$ cat src/rtl/ysyx_24090012_wbu.sv
// ysyx_24090012_wbu: write-back unit, initiator side of the register-file write port.
// Queues completed results in a small FIFO and presents them one at a time to the
// register file over rd_valid/rd_ready. Each accepted entry is held one more cycle
// in an in-flight stage that drives the commit report. The unit also exports a
// pending-destination mask that IDU uses to stall on read-after-write hazards.
//
// Ports:
//   clock, reset                 : clock, synchronous active-high reset
//   in_valid/in_ready            : upstream result handshake
//   in_waddr/in_wdata/in_wen/in_next_pc : upstream result payload
//   rd_valid/rd_ready            : write request handshake to the register file
//   waddr/wdata/wen/next_pc      : head-entry payload to the register file
//   commit_valid/commit_pc       : one-cycle commit report, next PC of the entry
//   busy_mask                    : bit r set while a write to xr is queued or in flight
//   retire_count                 : number of commits since reset
module ysyx_24090012_wbu #(
  parameter int unsigned ADDR_WIDTH = 5,
  parameter int unsigned DATA_WIDTH = 32,
  parameter int unsigned DEPTH      = 2
) (
  input  logic                       clock,
  input  logic                       reset,
  input  logic                       in_valid,
  output logic                       in_ready,
  input  logic [ADDR_WIDTH-1:0]      in_waddr,
  input  logic [DATA_WIDTH-1:0]      in_wdata,
  input  logic                       in_wen,
  input  logic [31:0]                in_next_pc,
  output logic                       rd_valid,
  input  logic                       rd_ready,
  output logic [ADDR_WIDTH-1:0]      waddr,
  output logic [DATA_WIDTH-1:0]      wdata,
  output logic                       wen,
  output logic [31:0]                next_pc,
  output logic                       commit_valid,
  output logic [31:0]                commit_pc,
  output logic [(2**ADDR_WIDTH)-1:0] busy_mask,
  output logic [31:0]                retire_count
);

  localparam int unsigned PTR_W = $clog2(DEPTH);
  localparam int unsigned CNT_W = PTR_W + 1;

  // FIFO storage and control
  logic [ADDR_WIDTH-1:0] mem_addr [DEPTH];
  logic [DATA_WIDTH-1:0] mem_data [DEPTH];
  logic                  mem_wen  [DEPTH];
  logic [31:0]           mem_pc   [DEPTH];
  logic [PTR_W-1:0]      rd_ptr;
  logic [PTR_W-1:0]      wr_ptr;
  logic [CNT_W-1:0]      count;

  // In-flight stage: entry being written by the register file this cycle
  logic                  fl_valid;
  logic [ADDR_WIDTH-1:0] fl_addr;
  logic                  fl_wen;
  logic [31:0]           fl_pc;

  logic [31:0]           retire_q;
  logic                  push;
  logic                  pop;
  logic [PTR_W-1:0]      slot_off;

  // Handshakes depend only on registered count, so no rd_ready -> in_ready path
  assign in_ready = !reset && (count != CNT_W'(DEPTH));
  assign rd_valid = !reset && (count != '0);
  assign push     = in_valid && in_ready;
  assign pop      = rd_valid && rd_ready;

  // Head entry drives the write port straight from storage
  assign waddr   = mem_addr[rd_ptr];
  assign wdata   = mem_data[rd_ptr];
  assign wen     = mem_wen[rd_ptr];
  assign next_pc = mem_pc[rd_ptr];

  // Reset masks the in-flight report so a discarded entry never pulses commit
  assign commit_valid = fl_valid && !reset;
  assign commit_pc    = reset ? 32'd0 : fl_pc;
  assign retire_count = reset ? 32'd0 : retire_q;

  // Payload storage, no reset needed: validity is tracked by count
  always_ff @(posedge clock) begin
    if (push) begin
      mem_addr[wr_ptr] <= in_waddr;
      mem_data[wr_ptr] <= in_wdata;
      mem_wen[wr_ptr]  <= in_wen;
      mem_pc[wr_ptr]   <= in_next_pc;
    end
  end

  // Pointers, count, in-flight stage and retire counter
  always_ff @(posedge clock) begin
    if (reset) begin
      rd_ptr   <= '0;
      wr_ptr   <= '0;
      count    <= '0;
      fl_valid <= 1'b0;
      fl_addr  <= '0;
      fl_wen   <= 1'b0;
      fl_pc    <= 32'd0;
      retire_q <= 32'd0;
    end else begin
      if (push) begin
        wr_ptr <= wr_ptr + PTR_W'(1);
      end
      if (pop) begin
        rd_ptr  <= rd_ptr + PTR_W'(1);
        fl_addr <= mem_addr[rd_ptr];
        fl_wen  <= mem_wen[rd_ptr];
        fl_pc   <= mem_pc[rd_ptr];
      end
      case ({push, pop})
        2'b10:   count <= count + CNT_W'(1);
        2'b01:   count <= count - CNT_W'(1);
        default: count <= count;
      endcase
      fl_valid <= pop;
      if (fl_valid) begin
        retire_q <= retire_q + 32'd1;
      end
    end
  end

  // Pending-destination mask over valid FIFO slots plus the in-flight entry
  always_comb begin
    busy_mask = '0;
    slot_off  = '0;
    if (!reset) begin
      for (int unsigned s = 0; s < DEPTH; s++) begin
        // A slot is live when its distance from the read pointer is below count
        slot_off = PTR_W'(s) - rd_ptr;
        if ((CNT_W'(slot_off) < count) && mem_wen[PTR_W'(s)]) begin
          busy_mask[mem_addr[PTR_W'(s)]] = 1'b1;
        end
      end
      if (fl_valid && fl_wen) begin
        busy_mask[fl_addr] = 1'b1;
      end
      busy_mask[0] = 1'b0;
    end
  end

endmodule

$ cat config.mk
export PLATFORM = sky130hd
export DESIGN_NAME = ysyx_24090012_wbu
export DESIGN_NICKNAME = d
export VERILOG_FILES = /design/src/rtl/ysyx_24090012_wbu.sv
export SDC_FILE = /design/constraint.sdc
export NUM_CORES = 1
export LEC_CHECK = 0
export CAP_MARGIN = 5
export CORE_ASPECT_RATIO = 0.7
export CORE_MARGIN = 1.5
export CORE_UTILIZATION = 49
export DETAILED_ROUTE_END_ITERATION = 6
export PLACE_DENSITY = 0.78
export SYNTH_ARGS = -nofsm -noshare
export SYNTH_HDL_FRONTEND = slang
export SYNTH_SLANG_ARGS = --single-unit
$ cat constraint.sdc
create_clock -name clock -period 5.79 [get_ports clock]
set_input_delay 1.158 -clock clock [delete_from_list [all_inputs] [get_ports clock]]
set_output_delay 1.158 -clock clock [all_outputs]
set_load 0.01 [all_outputs]
# Word-level counts from Yosys, hierarchy flattened
# Memories as Yosys holds them, arrays and structs flattened. A register that Yosys moved wholly into a read port is not among the register bits.
# Cells that the tools add are included.
# W data, S select, Z words.
classes:
  n_addsub: 7
  magnitude_cmp: 8
  n_eq_ne: 3
  muxes: 25
  bitwise: 2
  n_reduce_logical: 14
op_table:
  columns: ["cell", "count"]
  rows:
  - ["$mux W32", 8]
  - ["$or A32 B32 Y32", 2]
  - ["$add A32 B1 Y32 const B", 1]
  - ["$lt A5 B6 Y1 const B", 3]
  - ["$demux W1 S5", 3]
  - ["$ge A5 B1 Y1 const B", 3]
  - ["$mux W1", 13]
  - ["$logic_and A1 B1 Y1", 11]
  - ["$lt A1 B2 Y1", 2]
  - ["$pmux W2 S2", 1]
  - ["$reduce_bool A2 Y1", 2]
  - ["$add A1 B1 Y1 const B", 2]
  - ["$add A2 B1 Y2 const B", 1]
  - ["$eq A2 B1 Y1 const B", 1]
  - ["$eq A2 B2 Y1 const B", 1]
  - ["$ne A2 B2 Y1 const B", 1]
  - ["$sub A1 B1 Y1 const A", 2]
  - ["$sub A2 B1 Y2 const B", 1]
  - ["$logic_not A1 Y1", 1]
totals:
  regBits: 75
  ram_bits: 140
  input_bits: 74
  out_inout_bits: 169
  word_cells: 71
  n_memories: 4
memory_table:
  columns: ["memory", "depth", "width", "read_ports", "rd_clocked_by_memory_dff", "wr", "line", "rtl"]
  rows:
  - ["mem_data", 2, 32, 1, 1, 1, "46", "logic [DATA_WIDTH-1:0] mem_data [DEPTH];"]
  - ["mem_pc", 2, 32, 1, 1, 1, "48", "logic [31:0] mem_pc [DEPTH];"]
  - ["mem_addr", 2, 5, 3, 1, 1, "45", "logic [ADDR_WIDTH-1:0] mem_addr [DEPTH];"]
  - ["mem_wen", 2, 1, 3, 1, 1, "47", "logic mem_wen [DEPTH];"]

# Logic depth before layout (Yosys ltp)
# Gate-level depths: netlist (run 1).
logic_depth:
  depth_word: 12
  mapped_depth: 10
  depth_no_buf: 7

# Worst setup path after synthesis (run 1)
# Ideal clock, no wire load.
synth_timing:
  kind: "input port to flip-flop"
  startpoint: "input port reset"
  endpoint: "memory mem_addr[0][0], enable pin"
  setup_ps: 499
  arrival_ps: 4632
  required_time_ps: 5291
  slack_ps: 659
  path_stages: 4
  path_buffers: 1
  path_cell_list: "clkbuf_1 inv_1 o211ai_1 nor2_1"
synth_via:
  elab_chain_len: 5
synth_lines:
  columns: ["element", "line", "rtl"]
  rows:
  - ["start, declared", "22", "input logic reset,"]
  - ["$logic_not A1 Y1", null, null]
  - ["$logic_and A1 B1 Y1", "65", "assign in_ready = !reset && (count != CNT_W'(DEPTH));"]
  - ["$logic_and A1 B1 Y1", "67", "assign push = in_valid && in_ready;"]
  - ["$mux W1", "83", "if (push) begin"]
  - ["$mux W1 (implied by the code)", "84", "mem_addr[wr_ptr] <= in_waddr;"]
  - ["end, declared", "45", null]
# Every way passes these cells.

# Worst setup path in the final report (run 1)
layout_timing:
  startpoint: "input port reset"
  endpoint: "output port busy_mask[14]"
layout_via:
  elab_chain_len: 1
layout_lines:
  columns: ["element", "line", "rtl"]
  rows:
  - ["$mux W32", "128", "if (!reset) begin"]
  - ["end, declared", "37", "output logic [(2**ADDR_WIDTH)-1:0] busy_mask,"]
# Every way passes these cells.

==> impl_metrics.toml, run 1 <==
[drt]
firstDrtPassIters = 6
drt-initial-drc-count = 489
routed_wl_mm = 22.10
wl_per_cell_um = 18.01
route.detailed.drc = 0
viasPerCell = 5.370
vias = 6589
ant_nets = 0

[global_route]
grtUsageTotal = 0.2226
grt_overflow_total = 0
grt_max_degree = 64
grt_pass1_vias = 6428
antenna_found_initial = 1
grt_first_pass_wirelength_mm = 35.00

[synthesis]
yosysWarnings = 0
syn-num-nets = 817
syn_area_per_cell_um2 = 12.50
syn_area_um2 = 9259
synth_compound_area_frac = 0.04811
synthMuxAreaShare = 0.1373
yosys.area_share.simple = 0.1561
ys.flop_type = "edfxtp_1"
ys_ff_latch = 216
synth-xor-area-share = 0.01324
synthTopCellsByArea = "edfxtp_1 45%, dfxtp_1 16%, mux2_2 12%"
synth_top_family_by_area = "simple AND/OR/NAND/NOR gates"
synth_top_area_cell = "edfxtp_1"
postSynthCellCount = 741
synthDominantCellAreaShare = 0.4541
synth_edf_count = 140
synthAdderAreaFrac = 0.002703
synthArstFlopShare = 0
ys_seq_area_frac = 0.6184
post_synth_num_cell_types = 44

[placement]
placed_cell_area_um2 = 11890
gp_congestion = 0.8894
portBuffers = 241
dp_hpwl_mm = 15.26
dp_cells = 1187

[timing]
slew_headroom = 0.2336
finalCritPeriodShare = 0.7823
maxSlewViolCount = 0
tightest_slew_ns = 1.147
period_minus_slack_ns = 4.530
setup_viol = 0
finalHoldViolations = 0
timing.hold.ws_ns = 0.4930
clock.fmax_mhz = 220.8
rsz0062_at_grt = "false"
skew_ns = 0.01511
fin_setup_tns_ns = 0

[final_layout]
multiInputGateArea_um2 = 3331
layout-drive-gt1-share = 0.1556
nNetsFinal = 1051
stdcell_area_um2 = 12550
fin_cells = 1227
seqCellArea_um2 = 5729
synthToLayoutAreaGrowth_pct = 35.58
postLayoutCoreUtil = 0.6874
n_fill_cell = 1328

[clock_tree]
cts_sinks = 216
path_clk_slew_ns = 0.06
clk_latency_ns = 0.50
holdBufCountCts = 0
cts_resized = 0
cts_tree = "done"
cts_setup_buffers = 0
cts_buffers = 21
clock_path_buffers = 3
root_buffer = "clkbuf_16"
h-tree-depth = 1

[power]
p_leak_nw = 4.410
ir_drop_mv = 0.2199
p_per_area_nw_per_um2 = 274.4

[critical_path]
crit_required_ns = 4.63
worst_setup_path_start_kind = "primary input"
cp_max_fo = 8
end_kind = "primary output"
criticalPathCategory = "in -> out"
arrival_ns = 3.37

[flow_run]
cap_viol_max_count = 0

[worst_hold_path]
hold_path_class = "reg -> reg"

[run_status]
status = "finished clean"

[floorplan]
rows = 41
die_y_um = 118.0
die_w_um = 167.3
dieArea_um2 = 19740
core_area_um2 = 18260
ios = 243
initial_core_util = 0.5070
-- sequential cells by signal, indices dropped and copies added, names as in the netlist, named ones only --
signal,flops
mem_data,64
mem_wen,2
wr_ptr,1
fl_wen,1
fl_addr,5
fl_valid,1
mem_pc,64
mem_addr,10
fl_pc,32
retire_q,32
rd_ptr,1
count,2
-- final cells by class --
cell class	instances	share of cell area
antenna	1	0.0001993
clock buffer	29	0.04665
clock inverter	9	0.005283
inverter	13	0.003887
multi-input combinational	472	0.2653
sequential	216	0.4564
tap	236	0.02352
timing repair buffer	251	0.1987
-- kinds of logic after synthesis --
family,Yosys count
mux,113
flops,216
compound gates,62
simple gates,280
other cells,1
buf+inv,53
fa+ha+maj,2
xor+xnor,14
-- layout by cell type, fill, tap and decap left out, types with 11 or more instances in the layout --
master / instances
nor2_1: 41
edfxtp_1: 140
nand3_1: 20
inv_1: 13
nor3_1: 20
nand2_1: 84
a22oi_1: 31
clkbuf_16: 21
nor2b_1: 59
mux2_2: 102
dfxtp_1: 75
a21oi_1: 11
clkdlybuf4s50_1: 240
-- routing by layer --
| layer | up-vias | global-route usage | share of wire |
|---|---|---|---|
| met1 | 3136 | 0.3174 | 0.47 |
| met5 | - | 0 | 0 |
| met3 | 27 | 0.06288 | 0.084 |
| met4 | 0 | 0.04561 | 0.014 |
| li1 | 3170 | - | - |
| met2 | 256 | 0.3396 | 0.44 |
-- per-stage QoR --
step	setup slack (ns)	total power, mW
floorplan	0.6592	1.969
global placement	1.347	2.178
detailed placement	1.326	2.184
CTS	1.314	3.477
global route	1.185	3.568
finish	1.260	3.444
-- worst max-delay path: stages --
cell and delay, ns:
buf_4 0.12, nand2b_1 0.24, a2111oi_2 0.98, a22oi_1 0.22
nand2_1 0.12, clkdlybuf4s50_1 0.53
-- synthesized netlist by cell type (2+ instances only) --
cell type / number
xor2_1: 5
nand2_1: 85
a2111oi_2: 4
ha_1: 2
edfxtp_1: 140
a22oi_1: 31
and4_1: 3
o21ai_0: 10
a21oi_1: 11
nor2_1: 43
or3_1: 8
xnor2_1: 9
inv_1: 13
o31ai_1: 3
nand2b_1: 8
nand3_1: 20
nor3_1: 20
nor4_2: 2
mux2_2: 102
nor3b_1: 5
nor2b_1: 59
buf_2: 5
clkbuf_1: 22
buf_4: 2
nor4bb_1: 2
mux2_1: 10
dfxtp_1: 76
nor4_1: 7
nand4_1: 6
buf_1: 10
or4_1: 5
-- power breakdown --
group | switching, mW | internal (mW) | total, mW | leakage [nW]
clock network | 0.544 | 0.750 | 1.29 | 0.318
registers | 0.0360 | 1.71 | 1.75 | 1.90
logic | 0.180 | 0.220 | 0.401 | 2.19
-- final timing paths --
kind / start / to / slack [ns] / cells past startpoint
worst max-delay path: reset / busy_mask[14] / 1.26 / 6
worst min-delay path: fl_wen$_SDFFE_PP0P_ / fl_wen$_SDFFE_PP0P_ / 0.49 / 2
worst max register to register: count[1]$_SDFFE_PP0P_ / mem_data[0][23]$_DFFE_PP_ / 3.30 / 4
worst min register to register: fl_wen$_SDFFE_PP0P_ / fl_wen$_SDFFE_PP0P_ / 0.49 / 2
No activity file was read; power rests on OpenSTA's default activity.
==> inputs of run 2 (changes only) <==
--- a/config.mk
+++ b/config.mk
@@ -8,9 +8,9 @@
 export CAP_MARGIN = 5
 export CORE_ASPECT_RATIO = 0.7
 export CORE_MARGIN = 1.5
-export CORE_UTILIZATION = 49
+export CORE_UTILIZATION = 44
 export DETAILED_ROUTE_END_ITERATION = 6
-export PLACE_DENSITY = 0.78
+export PLACE_DENSITY = 0.74
 export SYNTH_ARGS = -nofsm -noshare
 export SYNTH_HDL_FRONTEND = slang
 export SYNTH_SLANG_ARGS = --single-unit
==> constraint.sdc (replaced) <==
create_clock -name clock -period 3.71 [get_ports clock]
set_input_delay 0.742 -clock clock [delete_from_list [all_inputs] [get_ports clock]]
set_output_delay 0.742 -clock clock [all_outputs]
set_load 0.01 [all_outputs]
==> run 2 against run 1 <==
Sequential power up 56%. Clock power up 53%. Worst hold slack worse by 0.0098 ns. Highest routed layer unchanged.
==> impl_metrics.toml, run 2 (same netlist as run 1, synthesis figures left out) <==
[global_route]
antenna_found_initial = 1
grtUsageTotal = 0.2034
grt_max_degree = 105
grt_first_pass_wirelength_mm = 35.26
grt_pass1_vias = 6520
grt_overflow_total = 0

[critical_path]
arrival_ns = 2.58
critPathLaunch = "fl_valid$_SDFF_PP0_"
crit_required_ns = 2.97
criticalPathCategory = "reg -> out"
rr_endpoint = "retire_q[31]$_SDFFE_PP0P_"
reg2regPathDepth = 4
worst_setup_path_start_kind = "register"
reg2reg_from = "fl_valid$_SDFF_PP0_"
end_kind = "primary output"
r2r_slack_ns = 1.34
cp_max_fo = 9

[clock_tree]
path_clk_slew_ns = 0.06
clk_latency_ns = 0.50
clock_path_buffers = 3
cts_buffers = 22
h-tree-depth = 1
cts_tree = "done"
holdBufCountCts = 0
cts_sinks = 216
cts_resized = 0
root_buffer = "clkbuf_16"
cts_setup_buffers = 0

[drt]
ant_nets = 0
firstDrtPassIters = 5
routed_wl_mm = 22.54
drt-initial-drc-count = 438
routed-wl-met2_mm = 10.23
maxUsedRoutingLayer = "met4"
route.detailed.drc = 0
wl_met3_mm = 2.341
wl_per_cell_um = 17.69
vias = 6613
viasPerCell = 5.191
wirelength_met1_mm = 9.668

[timing]
finalHoldViolations = 0
tightest_slew_ns = 0.8101
rsz0062_at_grt = "false"
setup_viol = 0
maxSlewViolCount = 0
slew_headroom = 0.4558
period_minus_slack_ns = 3.326
skew_ns = 0.01717
finalCritPeriodShare = 0.8966
timing.hold.ws_ns = 0.4832
clock.fmax_mhz = 300.6

[power]
p_per_area_nw_per_um2 = 421.0
ir_drop_mv = 0.3210
total_power_mw = 5.339
p_leak_nw = 4.451

[placement]
portBuffers = 241
dp_hpwl_mm = 15.55
dp_cells = 1234
gp_congestion = 0.9225

[final_layout]
nNetsFinal = 1058
n_fill_cell = 1705
layout-drive-gt1-share = 0.1625
final_cell_mix = "240 x clkdlybuf4s50_1, 140 x edfxtp_1, 102 x mux2_2"
reg_top3 = "mem_data (64), mem_pc (64)"
layout_commonest_cell = "clkdlybuf4s50_1"
synthToLayoutAreaGrowth_pct = 36.97
postLayoutCoreUtil = 0.6127
fin_cells = 1274

[worst_hold_path]
holdPathStages = 2
hold_start = "fl_wen$_SDFFE_PP0P_"
min_to = "fl_wen$_SDFFE_PP0P_"
hold_path_class = "reg -> reg"

[floorplan]
initial_core_util = 0.4473
core_area_um2 = 20700
ios = 243
die_w_um = 176.4
dieArea_um2 = 21940
rows = 44
die_y_um = 124.4

[run_status]
status = "finished clean"

[flow_run]
cap_viol_max_count = 0
-- run 2: cell count changes in the layout (fill, tap and decap cells not counted) --
cell / delta
clkbuf_8: -2
buf_4: +4
clkbuf_16: +1
clkinv_2: +3
clkbuf_1: +1
clkinv_1: -2
clkbuf_2: -1
clkinv_8: +1
bufinv_16: -1
clkinvlp_4: +1
inv_6: -1
buf_12: +3
-- run 2: worst max path at each step --
stage	to	slack, ns	depth (start not counted)
CTS	busy_mask[28]	0.38	5
detailed placement	busy_mask[28]	0.49	7
global route	busy_mask[9]	0.22	6
floorplan	mem_addr[0][0]$_DFFE_PP_	-1.00	4
global placement	busy_mask[10]	0.53	7
finish	busy_mask[28]	0.38	5
-- run 2: metrics by stage --
step	worst slack [ns]	area, µm²	TNS, ns
2_1_floorplan	-1.005	9259	-140.68
3_3_place_gp	0.5265	12030	0
3_5_place_dp	0.4934	12030	0
4_1_cts	0.3835	12680	0
5_1_grt	0.2238	12680	0
6_report	0.3836	12680	0
-- run 2: power by group --
part	internal, mW	switching [mW]	total [mW]	leakage, nW
combinational	0.352	0.285	0.637	2.24
clock	1.11	0.860	1.97	0.314
sequential	2.67	0.0534	2.73	1.90
total	4.14	1.20	5.34	4.45
-- run 2: layout make-up --
type | count | area, µm² | share of cell area
Clock buffer | 29 | 586.8 | 0.04627
Multi-Input combinational cell | 472 | 3331 | 0.2626
Antenna cell | 1 | 2.502 | 0.0001973
Timing Repair Buffer | 257 | 2580 | 0.2034
Sequential cell | 216 | 5729 | 0.4518
Clock inverter | 10 | 58.81 | 0.004637
Tap cell | 276 | 345.3 | 0.02723
Inverter | 13 | 48.80 | 0.003848
-- run 2: critical path, cell delays in order, from the launching register on --
cell and delay, ns:
dfxtp_1 0.53, nand2_1 0.15, nor3_1 0.65, nand2_1 0.11
nand2_1 0.10, clkdlybuf4s50_1 0.54
-- run 2: layer usage --
metal  global-route usage  vias up
li1                     -     3189
met1               0.2701     3124
met2               0.3210      279
met3              0.07418       21
met4              0.03988        0
met5                    0        -
